File: config.mk
export PLATFORM = sky130hd
export DESIGN_NAME = vend_change_dispenser
export DESIGN_NICKNAME = d
export VERILOG_FILES = /design/src/rtl/vend_change_dispenser.sv
export SDC_FILE = /design/constraint.sdc
export NUM_CORES = 1
export LEC_CHECK = 0
export CAP_MARGIN = 25
export CORE_ASPECT_RATIO = 2
export CORE_UTILIZATION = 43
export CTS_CLUSTER_DIAMETER = 120
export CTS_CLUSTER_SIZE = 10
export DETAILED_ROUTE_END_ITERATION = 10
export PLACE_DENSITY = 0.75
export SYNTH_ARGS = -nofsm -noshare
export SYNTH_HDL_FRONTEND = slang
export SYNTH_SLANG_ARGS = --single-unit
File: constraint.sdc
create_clock -name CLK -period 3.4 [get_ports CLK]
set_input_delay 0.68 -clock CLK [delete_from_list [all_inputs] [get_ports CLK]]
set_output_delay 0.68 -clock CLK [all_outputs]
set_load 0.02 [all_outputs]
File: src/rtl/vend_change_dispenser.sv
// vend_change_dispenser: returns leftover credit as coins, largest denomination
// first, from four finite inventories. It pulses one solenoid per coin and flags
// Short when exact change cannot be made.
//
// Handshake: Start is a request that is accepted only in IDLE, and only when
// Refill is low in the same cycle. Requests at any other time are dropped, not
// queued. Done is a one-cycle completion strobe. Busy marks the interval between
// acceptance and Done. The caller has no way to apply backpressure.
module vend_change_dispenser #(
    parameter int PULSE_CYCLES = 3,   // solenoid high time, >= 1
    parameter int GAP_CYCLES   = 2,   // low time after each pulse, >= 1
    parameter int INIT_COUNT   = 8    // coins per denomination at reset/refill
) (
    input  logic       CLK,
    input  logic       RST,
    input  logic       Start,
    input  logic [7:0] Credit,
    input  logic       Refill,
    output logic       DispDollar,
    output logic       DispFifty,
    output logic       DispTen,
    output logic       DispFive,
    output logic [7:0] Remaining,
    output logic [3:0] Empty,
    output logic       Busy,
    output logic       Done,
    output logic       Short,
    output logic [2:0] fsm_state
);

    typedef enum logic [2:0] {
        S_IDLE   = 3'd0,
        S_SELECT = 3'd1,
        S_PULSE  = 3'd2,
        S_GAP    = 3'd3,
        S_DONE   = 3'd4
    } state_t;

    localparam logic [7:0] INIT       = 8'(INIT_COUNT);
    localparam logic [7:0] PULSE_LAST = 8'(PULSE_CYCLES - 1);
    localparam logic [7:0] GAP_LAST   = 8'(GAP_CYCLES - 1);

    // Coin index order matches Empty: 3=dollar, 2=fifty, 1=ten, 0=five.
    state_t     state_q, state_d;
    logic [7:0] timer_q, timer_d;
    logic [3:0] sel_q, sel_d;          // one-hot coin being pulsed
    logic [7:0] rem_q, rem_d;
    logic [7:0] count_q [4];
    logic [7:0] count_d [4];
    logic       short_q, short_d;

    logic [3:0] pick;                  // one-hot greedy choice, 0 if none fits
    logic [1:0] pick_idx;
    logic [7:0] pick_val;

    assign Remaining = rem_q;
    assign Short     = short_q;
    assign fsm_state = state_q;

    // Greedy selection: largest denomination that fits the remainder and is in stock.
    always_comb begin
        pick     = 4'b0000;
        pick_idx = 2'd0;
        pick_val = 8'd0;
        if (count_q[3] != 8'd0 && rem_q >= 8'd100) begin
            pick = 4'b1000; pick_idx = 2'd3; pick_val = 8'd100;
        end else if (count_q[2] != 8'd0 && rem_q >= 8'd50) begin
            pick = 4'b0100; pick_idx = 2'd2; pick_val = 8'd50;
        end else if (count_q[1] != 8'd0 && rem_q >= 8'd10) begin
            pick = 4'b0010; pick_idx = 2'd1; pick_val = 8'd10;
        end else if (count_q[0] != 8'd0 && rem_q >= 8'd5) begin
            pick = 4'b0001; pick_idx = 2'd0; pick_val = 8'd5;
        end
    end

    // Next-state logic, plus the next values of the remainder, inventory and Short.
    always_comb begin
        state_d = state_q;
        timer_d = timer_q;
        sel_d   = sel_q;
        rem_d   = rem_q;
        count_d = count_q;
        short_d = short_q;
        case (state_q)
            S_IDLE: begin
                if (Refill) begin
                    for (int i = 0; i < 4; i++) count_d[i] = INIT;
                end else if (Start) begin
                    rem_d   = Credit;
                    short_d = 1'b0;
                    state_d = S_SELECT;
                end
            end
            S_SELECT: begin
                if (rem_q == 8'd0) begin
                    state_d = S_DONE;
                end else if (pick == 4'b0000) begin
                    short_d = 1'b1;
                    state_d = S_DONE;
                end else begin
                    sel_d             = pick;
                    rem_d             = rem_q - pick_val;
                    count_d[pick_idx] = count_q[pick_idx] - 8'd1;
                    timer_d           = 8'd0;
                    state_d           = S_PULSE;
                end
            end
            S_PULSE: begin
                if (timer_q == PULSE_LAST) begin
                    timer_d = 8'd0;
                    state_d = S_GAP;
                end else begin
                    timer_d = timer_q + 8'd1;
                end
            end
            S_GAP: begin
                if (timer_q == GAP_LAST) begin
                    timer_d = 8'd0;
                    state_d = S_SELECT;
                end else begin
                    timer_d = timer_q + 8'd1;
                end
            end
            S_DONE: begin
                state_d = S_IDLE;
            end
            default: begin
                state_d = S_IDLE;
            end
        endcase
    end

    // State and datapath registers. Outputs are registered from the next state,
    // so they are aligned with the state they describe.
    always_ff @(posedge CLK) begin
        if (!RST) begin
            state_q    <= S_IDLE;
            timer_q    <= 8'd0;
            sel_q      <= 4'b0000;
            rem_q      <= 8'd0;
            short_q    <= 1'b0;
            for (int i = 0; i < 4; i++) count_q[i] <= INIT;
            DispDollar <= 1'b0;
            DispFifty  <= 1'b0;
            DispTen    <= 1'b0;
            DispFive   <= 1'b0;
            Busy       <= 1'b0;
            Done       <= 1'b0;
            Empty      <= {4{INIT_COUNT == 0}};
        end else begin
            state_q <= state_d;
            timer_q <= timer_d;
            sel_q   <= sel_d;
            rem_q   <= rem_d;
            short_q <= short_d;
            count_q <= count_d;
            {DispDollar, DispFifty, DispTen, DispFive} <=
                (state_d == S_PULSE) ? sel_d : 4'b0000;
            Busy <= (state_d == S_SELECT) || (state_d == S_PULSE) || (state_d == S_GAP);
            Done <= (state_d == S_DONE);
            for (int i = 0; i < 4; i++) Empty[i] <= (count_d[i] == 8'd0);
        end
    end

endmodule

==> impl_metrics.json <==
{
  "status": "complete, no violations",
  "p_int_mw": 1.997,
  "synthesis.area_um2": 3882,
  "drive_above_1_share_pct": 18.94,
  "grt_overflow_total": 0,
  "place_congestion": 1.010,
  "rows": 48,
  "finalMaxSlewViolations": 0,
  "critPathKind": "reg -> reg",
  "h-tree-depth": 3,
  "path_clk_slew_ns": 0.06,
  "synth_top_flop_cell": "dfxtp_1",
  "worst_slew_pin_slew_ns": 0.6195,
  "grt_pass1_wl_mm": 20.09,
  "ant_nets": 0,
  "synth_cell_type_count": 82,
  "power.leakage_nw": 1.885,
  "hold_class": "reg -> reg",
  "syn-num-nets": 483,
  "cap_violations": 0,
  "vias_per_cell": 6.425,
  "worstSetupEndpointType": "flip-flop",
  "seq_area_frac_synth_pct": 34.03,
  "yosysWarnings": 0,
  "synth.top_cell.area_share_pct": 34.03,
  "critPathLaunchType": "flip-flop",
  "period_needed_ns": 3.372,
  "place_area_um2": 4506,
  "coreArea_um2": 8708,
  "final_cell_area_um2": 4906,
  "whs_ns": 0.4800,
  "p_comb_share_pct": 37.1,
  "num-fill-cells": 776,
  "routedWlPerCell_um": 20.68,
  "syn2layout_area_growth_pct": 26.36,
  "ctsHoldBuffers": 0,
  "firstDrtPassIters": 5,
  "dp_hpwl_mm": 9.810,
  "report.final.hold_viol_count": 0,
  "layout_common_cells": "67 x nor2_1, 64 x dfxtp_1, 40 x buf_4, 37 x nand2_1, 33 x clkdlybuf4s50_1",
  "num_vias": 4035,
  "cp_max_fo": 7,
  "numCtsBuffers": 9,
  "synthArstFlopShare_pct": 0,
  "setup_viol": 0,
  "finalPower_mw": 3.052,
  "finalCritPeriodShare_pct": 99.17,
  "crit_arrival_ns": 3.63,
  "cts_tree": "yes",
  "syn_area_per_cell_um2": 8.459,
  "clock_sinks": 66,
  "p_switching_mw": 1.055,
  "required_ns": 3.65,
  "reg2reg_depth": 11,
  "antennaDiodeCount": 0,
  "finClkSkew_ns": 0.008103,
  "synth.area.top_cells": "dfxtp_1 34%, nor2_1 6.5%, a21oi_1 3.6%",
  "port_buffers": 33,
  "clk_path_buf_depth": 2,
  "grtUsageTotal_pct": 27.92,
  "io_pins": 34,
  "grt_start_max_net_pins": 25,
  "dieArea_um2": 9436,
  "hold_depth": 2,
  "synth_edf_count": 0,
  "initial_utilization_pct": 44.58,
  "layout.nets": 547,
  "antenna_found_initial": 0,
  "clkPwrFrac_pct": 35.4,
  "drt_iter0_markers": 341,
  "final_common_cell": "nor2_1",
  "wl_mm": 12.99,
  "max_freq_mhz": 296.6,
  "cts-root-buf": "clkbuf_16",
  "die_h_um": 136.4,
  "p_per_area_nw_per_um2": 622.1,
  "post-route-drc-count": 0,
  "peakVddDrop_mv": 0.3835,
  "die_w_um": 69.19,
  "pwr-share-seq_pct": 27.5,
  "grt_pass1_vias": 3890,
  "synth_seq_cells": 66,
  "swShare_pct": 34.56,
  "syn_inst": 459,
  "yosysTopAreaCell": "dfxtp_1",
  "clk_latency_ns": 0.34,
  "max_slew_margin_pct": 58.26
}
logic make-up (layout without fill, tap and decap cells):
family                     after synthesis  count (layout)  share of synthesized area, %
AOI/OAI and AO/OA                      147             147                         29.17
xor gates and xnor gates                10              10                         2.449
adders and majority gates               12              12                         4.061
buffers and inverters                   31             100                         3.706
DFF                                     66              66                         34.03
muxes                                    5               5                         1.354
and+or+nand+nor                        188             188                         25.23
synth_stat cells (3+ instances only):
master and number:
or3_1 6, a21o_1 3, a22oi_1 9, o22ai_1 3, a21oi_1 28, nand2b_1 3, nor2_1 67, nor3_1 14
dfxtp_1 66, o21ai_0 23, nor4_1 5, a2bb2oi_1 6, o21a_1 9, xor2_1 3, a31oi_1 9, nand2_1 37
o311ai_0 4, and3_1 9, and2_1 7, mux2i_1 3, o211ai_1 4, inv_1 8, nand3_1 8, clkbuf_1 15
nor3b_1 5, ha_1 11, a211oi_1 7, or4_1 4, nand4_1 6, a32oi_1 6, xnor2_1 6, nor2b_1 3
area by class of cell:
class	instances	area, um^2	area share, %
clock buffers	10	229.0	4.667
clock inverters	6	115.1	2.346
inverters	11	41.29	0.8416
multi-input cells	362	2441	49.76
flip-flops and latches	66	1324	26.98
well taps	100	125.1	2.550
repair buffers	73	630.6	12.85
critical path, cell delays in order, from the launching register on:
cell,delay (ns)
dfxtp_2,0.37
or4_4,0.58
o221a_2,0.33
a221oi_2,0.24
nor2_1,0.15
a21oi_2,0.17
ha_2,0.23
o211ai_1,0.13
nor4_4,0.33
xor2_2,0.30
o211ai_1,0.19
a211oi_2,0.25
flip-flops by register name, indices dropped and copies added, names as in the netlist:
| register | flops |
|---|---|
| DispDollar | 1 |
| Empty | 4 |
| fsm_state | 3 |
| Remaining | 8 |
| Busy | 1 |
| Short | 1 |
| sel_q | 4 |
| count_q | 32 |
| DispTen | 1 |
| DispFive | 1 |
| DispFifty | 1 |
| Done | 1 |
| timer_q | 8 |
power by group through the flow:
stage / sequential [mW] / clock (mW) / combinational, mW
after floorplan: 0.871 / 0 / 0.677
after detailed placement: 0.853 / 0 / 1.05
after CTS: 0.837 / 1.09 / 1.06
after global routing: 0.844 / 1.12 / 1.21
after global placement: 0.851 / 0 / 1.04
final: 0.840 / 1.08 / 1.13
final timing paths:
path / start / endpoint / slack (ns)
min: sel_q[1]$_SDFF_PN0_ / sel_q[1]$_SDFF_PN0_ / 0.48
max reg2reg: Remaining[5]$_SDFFE_PN0P_ / Empty[0]$_SDFF_PN0_ / 0.03
max: Remaining[5]$_SDFFE_PN0P_ / Empty[0]$_SDFF_PN0_ / 0.03
min reg2reg: sel_q[1]$_SDFF_PN0_ / sel_q[1]$_SDFF_PN0_ / 0.48
repair_timing:
| action | CTS | global route |
|---|---|---|
| gates resized for setup | 0 | 13 |
| setup buffers | 0 | 4 |
| endpoints found under the setup margin | 0 | 11 |
per-stage QoR:
step	utilization, %	TNS [ns]	std cells	setup slack [ns]
after global placement	51.74	0	608	0.1485
after detailed placement	51.74	0	608	0.08381
after CTS	55.69	0	624	0.008966
final	56.34	0	628	0.02833
after global routing	56.34	-0.2628	628	-0.07103
after floorplan	-	0	459	0.03217
metal layers:
layer | wire, um | global-route usage, % | part of all wire, %
met1 | 4532 | 26.63 | 35
met2 | 6882 | 51.40 | 53
met4 | 1040 | 22.22 | 8.0
met5 | 0 | 0 | 0
met3 | 531 | 5.189 | 4.1
No activity file was read; power rests on OpenSTA's default activity.
